===== config.mk =====
export PLATFORM = sky130hd
export DESIGN_NAME = muldiv_unit
export DESIGN_NICKNAME = d
export VERILOG_FILES = /design/src/rtl/muldiv_pkg.sv /design/src/rtl/muldiv_unit.sv
export SDC_FILE = /design/constraint.sdc
export NUM_CORES = 1
export LEC_CHECK = 0
export ABC_AREA = 1
export BUFFER_PORTS_ARGS = -buffer_cell sky130_fd_sc_hd__buf_4
export CORE_UTILIZATION = 35
export CTS_CLUSTER_SIZE = 16
export DETAILED_ROUTE_END_ITERATION = 8
export PLACE_DENSITY = 0.5
export SLEW_MARGIN = 25
export SYNTH_ARGS = -nofsm -noshare
export SYNTH_HDL_FRONTEND = slang
export SYNTH_SLANG_ARGS = --single-unit

===== constraint.sdc =====
create_clock -name clock -period 4.65 [get_ports clock]
set_clock_uncertainty 0.2 [all_clocks]
set_input_delay 0.2325 -clock clock [delete_from_list [all_inputs] [get_ports clock]]
set_output_delay 0.2325 -clock clock [all_outputs]
set_load 0.01 [all_outputs]

===== src/rtl/muldiv_pkg.sv =====
// Shared definitions for the iterative RV32M multiply/divide unit:
// funct3 encodings, FSM states and operand-sign helpers.
package muldiv_pkg;

   localparam logic [2:0] OP_MUL    = 3'd0;
   localparam logic [2:0] OP_MULH   = 3'd1;
   localparam logic [2:0] OP_MULHSU = 3'd2;
   localparam logic [2:0] OP_MULHU  = 3'd3;
   localparam logic [2:0] OP_DIV    = 3'd4;
   localparam logic [2:0] OP_DIVU   = 3'd5;
   localparam logic [2:0] OP_REM    = 3'd6;
   localparam logic [2:0] OP_REMU   = 3'd7;

   typedef enum logic [1:0] {
      ST_IDLE,
      ST_CALC,
      ST_FIN
   } state_e;

   function automatic logic is_div(input logic [2:0] op);
      return op inside {OP_DIV, OP_DIVU, OP_REM, OP_REMU};
   endfunction

   function automatic logic is_rem(input logic [2:0] op);
      return op inside {OP_REM, OP_REMU};
   endfunction

   function automatic logic is_mul_high(input logic [2:0] op);
      return op inside {OP_MULH, OP_MULHSU, OP_MULHU};
   endfunction

   function automatic logic a_signed(input logic [2:0] op);
      return op inside {OP_MULH, OP_MULHSU, OP_DIV, OP_REM};
   endfunction

   function automatic logic b_signed(input logic [2:0] op);
      return op inside {OP_MULH, OP_DIV, OP_REM};
   endfunction

endpackage


===== src/rtl/muldiv_unit.sv =====
// Iterative RV32M multiply/divide unit: one result bit per cycle on operand magnitudes,
// sign fixed up in a final cycle. Start/busy/done handshake toward the control FSM.
module muldiv_unit
   import muldiv_pkg::*;
#(
   parameter int unsigned WIDTH = 32
) (
   input  logic             clock,
   input  logic             reset,
   input  logic             start,
   input  logic [2:0]       op,
   input  logic [WIDTH-1:0] operand_a,
   input  logic [WIDTH-1:0] operand_b,
   output logic             busy,
   output logic             done,
   output logic [WIDTH-1:0] result
);

   localparam int unsigned CW = $clog2(WIDTH);
   localparam logic [WIDTH-1:0] MIN_VAL = {1'b1, {(WIDTH-1){1'b0}}};

   state_e           st_q, st_d;
   logic [2:0]       op_q, op_d;
   logic [WIDTH-1:0] hi_q, hi_d;
   logic [WIDTH-1:0] lo_q, lo_d;
   logic [WIDTH-1:0] b_q, b_d;
   logic [CW-1:0]    count_q, count_d;
   logic             neg_q, neg_d;
   logic             special_q, special_d;
   logic             done_q, done_d;
   logic [WIDTH-1:0] result_q, result_d;

   // Operand signs and magnitudes; MIN maps onto itself as an unsigned 2^(WIDTH-1).
   logic             sa, sb;
   logic [WIDTH-1:0] a_mag, b_mag;

   assign sa    = a_signed(op) & operand_a[WIDTH-1];
   assign sb    = b_signed(op) & operand_b[WIDTH-1];
   assign a_mag = sa ? -operand_a : operand_a;
   assign b_mag = sb ? -operand_b : operand_b;

   // Shared adder: hi + multiplicand for mul, {rem, next dividend bit} - divisor for div.
   logic [WIDTH:0] add_a, add_b, add_sum;
   logic           add_cin;

   always_comb begin
      add_a   = {1'b0, hi_q};
      add_b   = '0;
      add_cin = 1'b0;
      if (is_div(op_q)) begin
         add_a   = {hi_q, lo_q[WIDTH-1]};
         add_b   = ~{1'b0, b_q};
         add_cin = 1'b1;
      end else if (lo_q[0]) begin
         add_b   = {1'b0, b_q};
      end
      add_sum = add_a + add_b + {{WIDTH{1'b0}}, add_cin};
   end

   // Sign correction applied in FIN.
   logic [2*WIDTH-1:0] prod, prod_s;
   logic [WIDTH-1:0]   div_val, div_s, fin_val;

   assign prod    = {hi_q, lo_q};
   assign prod_s  = neg_q ? -prod : prod;
   assign div_val = is_rem(op_q) ? hi_q : lo_q;
   assign div_s   = neg_q ? -div_val : div_val;

   always_comb begin
      fin_val = prod_s[WIDTH-1:0];
      if (special_q) begin
         fin_val = hi_q;
      end else if (is_div(op_q)) begin
         fin_val = div_s;
      end else if (is_mul_high(op_q)) begin
         fin_val = prod_s[2*WIDTH-1:WIDTH];
      end
   end

   always_comb begin
      st_d      = st_q;
      op_d      = op_q;
      hi_d      = hi_q;
      lo_d      = lo_q;
      b_d       = b_q;
      count_d   = count_q;
      neg_d     = neg_q;
      special_d = special_q;
      done_d    = 1'b0;
      result_d  = result_q;

      unique case (st_q)
         ST_IDLE: begin
            if (start) begin
               op_d    = op;
               neg_d   = is_rem(op) ? sa : (sa ^ sb);
               hi_d    = '0;
               count_d = CW'(WIDTH - 1);
               if (is_div(op) && operand_b == '0) begin
                  special_d = 1'b1;
                  hi_d      = is_rem(op) ? operand_a : '1;
                  st_d      = ST_FIN;
               end else if (a_signed(op) && is_div(op) && operand_a == MIN_VAL &&
                            operand_b == '1) begin
                  special_d = 1'b1;
                  hi_d      = is_rem(op) ? '0 : MIN_VAL;
                  st_d      = ST_FIN;
               end else begin
                  special_d = 1'b0;
                  // Div shifts the dividend out of lo; mul shifts the multiplier out of lo.
                  lo_d      = is_div(op) ? a_mag : b_mag;
                  b_d       = is_div(op) ? b_mag : a_mag;
                  st_d      = ST_CALC;
               end
            end
         end
         ST_CALC: begin
            if (is_div(op_q)) begin
               if (!add_sum[WIDTH]) begin
                  hi_d = add_sum[WIDTH-1:0];
               end else begin
                  hi_d = {hi_q[WIDTH-2:0], lo_q[WIDTH-1]};
               end
               lo_d = {lo_q[WIDTH-2:0], ~add_sum[WIDTH]};
            end else begin
               hi_d = add_sum[WIDTH:1];
               lo_d = {add_sum[0], lo_q[WIDTH-1:1]};
            end
            if (count_q == '0) begin
               st_d = ST_FIN;
            end else begin
               count_d = count_q - CW'(1);
            end
         end
         ST_FIN: begin
            result_d = fin_val;
            done_d   = 1'b1;
            st_d     = ST_IDLE;
         end
         default: st_d = ST_IDLE;
      endcase
   end

   always_ff @(posedge clock) begin
      if (reset) begin
         st_q      <= ST_IDLE;
         op_q      <= '0;
         hi_q      <= '0;
         lo_q      <= '0;
         b_q       <= '0;
         count_q   <= '0;
         neg_q     <= 1'b0;
         special_q <= 1'b0;
         done_q    <= 1'b0;
         result_q  <= '0;
      end else begin
         st_q      <= st_d;
         op_q      <= op_d;
         hi_q      <= hi_d;
         lo_q      <= lo_d;
         b_q       <= b_d;
         count_q   <= count_d;
         neg_q     <= neg_d;
         special_q <= special_d;
         done_q    <= done_d;
         result_q  <= result_d;
      end
   end

   assign busy   = (st_q != ST_IDLE);
   assign done   = done_q;
   assign result = result_q;

endmodule


==> out/results.md <==
| Stage | Metric | Reported |
|:---|:---|:---|
| clocking | Maximum clock path buffer count | 2 |
| critical path | Worst Path Max Fanout | 60 |
| sta | Maximum operating frequency | 0.249 GHz |
| clocking | Post-CTS setup buffer count | 0 |
| synthesis | Cell count after synthesis | 3155 |
| floorplanning | Die X | 221 um |
| global routing | Total overflow reported by the global router | 0 |
| floorplanning | Row cnt | 79 |
| routing | Via-to-Cell Ratio | 5.81 |
| sta | Total negative slack | 0 ns |
| sta | Number of endpoints failing setup at the final stage | 0 |
| routing | Routed wire length per instance | 25.0 um |
| sta | Number of hold violations in the final report | 0 |
| synthesis | Most common flop cell mapped by yosys | sky130_fd_sc_hd__dfxtp_1 |
| layout | Post-Layout Cell Count | 3807 |
| critical path | Critical-path cell list | clkinv_2, buf_4, buf_4, nor2_1, a21oi_1, ha_1, a21oi_1, a21boi_0, nand2_1, a21oi_1, nand2_1, nand2_1, nand3_1, buf_12, nand2_1, nand2_1, nand2_1, nand2_1, a21oi_1 |
| worst hold path | Number of instances on the worst hold path | 4 |
| sta | Final Max Tran Viols | 0 |
| synthesis | Post-synth net total | 3265 |
| worst hold path | Worst Hold Class | in -> reg |
| floorplanning | Initial cell density of the core | 35.8% |
| synthesis | Per-instance average area after synthesis | 5.31 um2 |
| clocking | Clock transition at the registers of the reported paths | 0.08 ns |
| sta | Unrepaired setup endpoints after global routing | false |
| global routing | Overall routing resource usage | 38.8% |
| synthesis | Share of the synthesized area in the top cell type | 21.2% |
| routing | Count of vias placed by the detailed router | 22100 |
| floorplanning | Die height | 221 um |
| sta | Time the worst path needs with I/O delays and setup | 4.01 ns |
| synthesis | Unique cell type count in the Yosys netlist | 45 |
| critical path | Number of cells on the worst reg-to-reg path | 19 |
| placed design | Pre-CTS setup slack | 0.663 ns |
| synthesis | Most used standard cells in the synthesized netlist | sky130_fd_sc_hd__nand2_1 (947), sky130_fd_sc_hd__nor2_1 (381), sky130_fd_sc_hd__a21oi_1 (307) |
| pwr | Leakage power | 0.00900 uW |
| layout | Total of fill cells in the finished design | 5441 |
| global routing | Number of antenna violations at the first check in global routing | 1 |
| status | Failing checks | DRC |
| global routing | Number of global-route vias before repair | 19800 |
| sta | Crit path setup slack, layout | 0.638 ns |
| clocking | Clock sink count | 141 |
| placed design | Count of buffers from port buffering | 103 |
| critical path | Kind of launch point of the worst setup path | register |
| placed design | HPWL after detailed placement | 76.1 mm |
| clocking | CTS tree | done |
| critical path | Crit-path slowest cell | sky130_fd_sc_hd__buf_4 |
| layout | Final net count | 3297 |
| synthesis | Dominant cells by area after synthesis | sky130_fd_sc_hd__nand2_1 (21%), sky130_fd_sc_hd__dfxtp_1 (17%), sky130_fd_sc_hd__a21oi_1 (9.2%) |
| synthesis | Library cell occupying the most area in the post-synthesis netlist | sky130_fd_sc_hd__nand2_1 |
| clocking | Maximum level of the CTS H-tree | 4 |
| critical path | Crit path DAT | 4.21 ns |
| clocking | Clock insertion delay at the later pin of the skew report | 0.49 ns |
| global routing | Wire length of the first global-routing pass | 136 mm |
| critical path | Critical path endpoint category | register |
| sta | Slew headroom | 28.5% |
| layout | Area overhead of the layout relative to synthesis | 11.8% |
| pwr | Pwr per Cell Area | 325 nW/um2 |
| sta | Post-route fraction of the period consumed by the critical path | 86.3% |
| critical path | Data required, critical path | 4.85 ns |
| floorplanning | Floorplan Core Area | 46900 um2 |
| synthesis | Cell with the most instances after synthesis | sky130_fd_sc_hd__nand2_1 |
| layout | Final standard cell utilization of the core | 40.0% |
| clocking | Clock buffers created by TritonCTS | 17 |
| critical path | Longest individual stage delay on the worst path | 0.45 ns |
| layout | Share of post-route cells with drive strength above 1 | 8.56% |
| synthesis | Post-synth design cell area | 16800 um2 |
| routing | TritonRoute pass-1 iters | 9 |
| synthesis | Number of synthesized register bits | 141 |
| global routing | Pin count of the biggest net entering global routing | 76 |
| synthesis | Share of synthesized registers carrying an async set or reset | 0% |
| floorplanning | IO Pins | 104 |
| synthesis | Sequential element share of the synthesized area | 16.8% |
| critical path | Cell type with the highest occurrence count on the critical path | sky130_fd_sc_hd__nand2_1 |
| routing | DRC viols | 5 |
| floorplanning | Die ar. | 48700 um2 |
| placed design | RD Place Congestion | 1.01 |
| pwr | Maximum VDD drop | 0.211 mV |
| synthesis | Syn. warnings | 0 |
| status | Result of the run | finished, violations left |
| routing | Number of antenna-violating nets in the routed design | 0 |
| layout | Ant. Diodes | 0 |
| sta | Worst-Margin Slew | 1.07 ns |
| routing | Total routed wirelength | 95.1 mm |
| run | Max cap viols | 0 |
| critical path | Classification of the worst setup path | reg -> reg |
| clocking | Root buffer cell | sky130_fd_sc_hd__clkbuf_16 |
| placed design | Placed cells | 3768 |
| synthesis | Count of flip-flops with a built-in enable after synthesis | 0 |
| routing | Violation count after the first detailed-route iteration | 2982 |
-- kinds of logic (layout without fill, tap and decap cells) --
logic type / count (synthesis) / after routing / synth area share [%]
buffers and inverters: 441 / 486 / 10.3
xor gates and xnor gates: 74 / 74 / 3.87
and+or+nand+nor: 1760 / 1760 / 44.0
DFF: 141 / 141 / 16.8
adders and majority gates: 40 / 40 / 3.08
AOI/OAI and AO/OA: 699 / 699 / 21.9
-- state kept, by name, indices dropped and copies added (netlist names), 2 cells and up --
name	cells
lo_q	32
b_q	32
count_q	5
hi_q	32
result	32
st_q	2
op_q	3
-- through the flow --
stage / hold WS [ns] / area [um2] / total power (uW)
3_3_place_gp: 0.252 / 18100 / 4640
2_1_floorplan: 0.197 / 16800 / 3410
5_1_grt: 0.0449 / 18700 / 6400
3_5_place_dp: 0.258 / 18100 / 4620
6_report: 0.0356 / 18700 / 6090
4_1_cts: 0.00525 / 18700 / 6000
-- cell type report --
type,instances,area (um2),share of cell area [%]
multi-input cells,2573,12200,65.2
flip-flops and latches,141,2830,15.1
repair buffers,166,1290,6.88
inverters,288,1080,5.78
well taps,607,759,4.06
clock buffers,20,457,2.44
clock inverters,12,97.6,0.521
-- critical path, delay by kind of cell (launching register included) --
kind / cells / cell delay, ns
fa+ha+maj: 1 / 0.31
simple gates: 9 / 0.83
flops: 1 / 0.41
compound gates: 5 / 0.96
buf+inv: 4 / 1.17
-- routing by layer --
metal / wire (um) / track usage [%] / vias to the layer above / part of all wire, %
met4: 4660 / 18.7 / 2 / 4.9
met1: 42100 / 54.0 / 10300 / 44
met2: 39700 / 57.8 / 1262 / 42
met3: 8570 / 6.03 / 165 / 9.0
met5: 10 / 0 / - / 0.011
li1: - / - / 10400 / -
-- cells in the final DEF (no fill, tap or decap), drive strengths merged --
cell type and instances:
nand3b 14, and3 1, o31ai 1, clkinvlp 4, o21a 4, clkinv 4
o211ai 27, clkbuf 20, xor2 52, a31oi 14, ha 38, xnor2 22
or2 18, buf 159, a221oi 1, and2 4, nor2 394, dlygate4sd3 7
a311oi 1, a21boi 1, nand2 961, o21bai 4, a21oi 307, nand3 284
dfxtp 141, nor4 5, nor3 30, o22ai 1, o2111ai 1, fa 2
a211oi 2, o21ai 335, inv 292, nand4 49
-- worst paths after layout --
| kind | slack, ns | end | start |
|---|---|---|---|
| min reg2reg | 0.26 | result[4] | result[4] |
| max | 0.64 | hi_q[7] | op_q[2] |
| min | 0.04 | b_q[20] | operand_a[20] |
| max reg2reg | 0.64 | hi_q[7] | op_q[2] |
-- power breakdown --
part / switching, uW / total, uW / internal (uW)
combinational: 2290 / 3180 / 890
sequential: 225 / 1550 / 1330
clock: 647 / 1370 / 721
-- what timing repair did --
item,4_1_cts,5_1_grt
hold buffers,7,0
gates resized for setup,0,0
hold endpoints to repair,26,0
setup endpoints to repair,0,0
No activity file was read; power rests on OpenSTA's default activity.
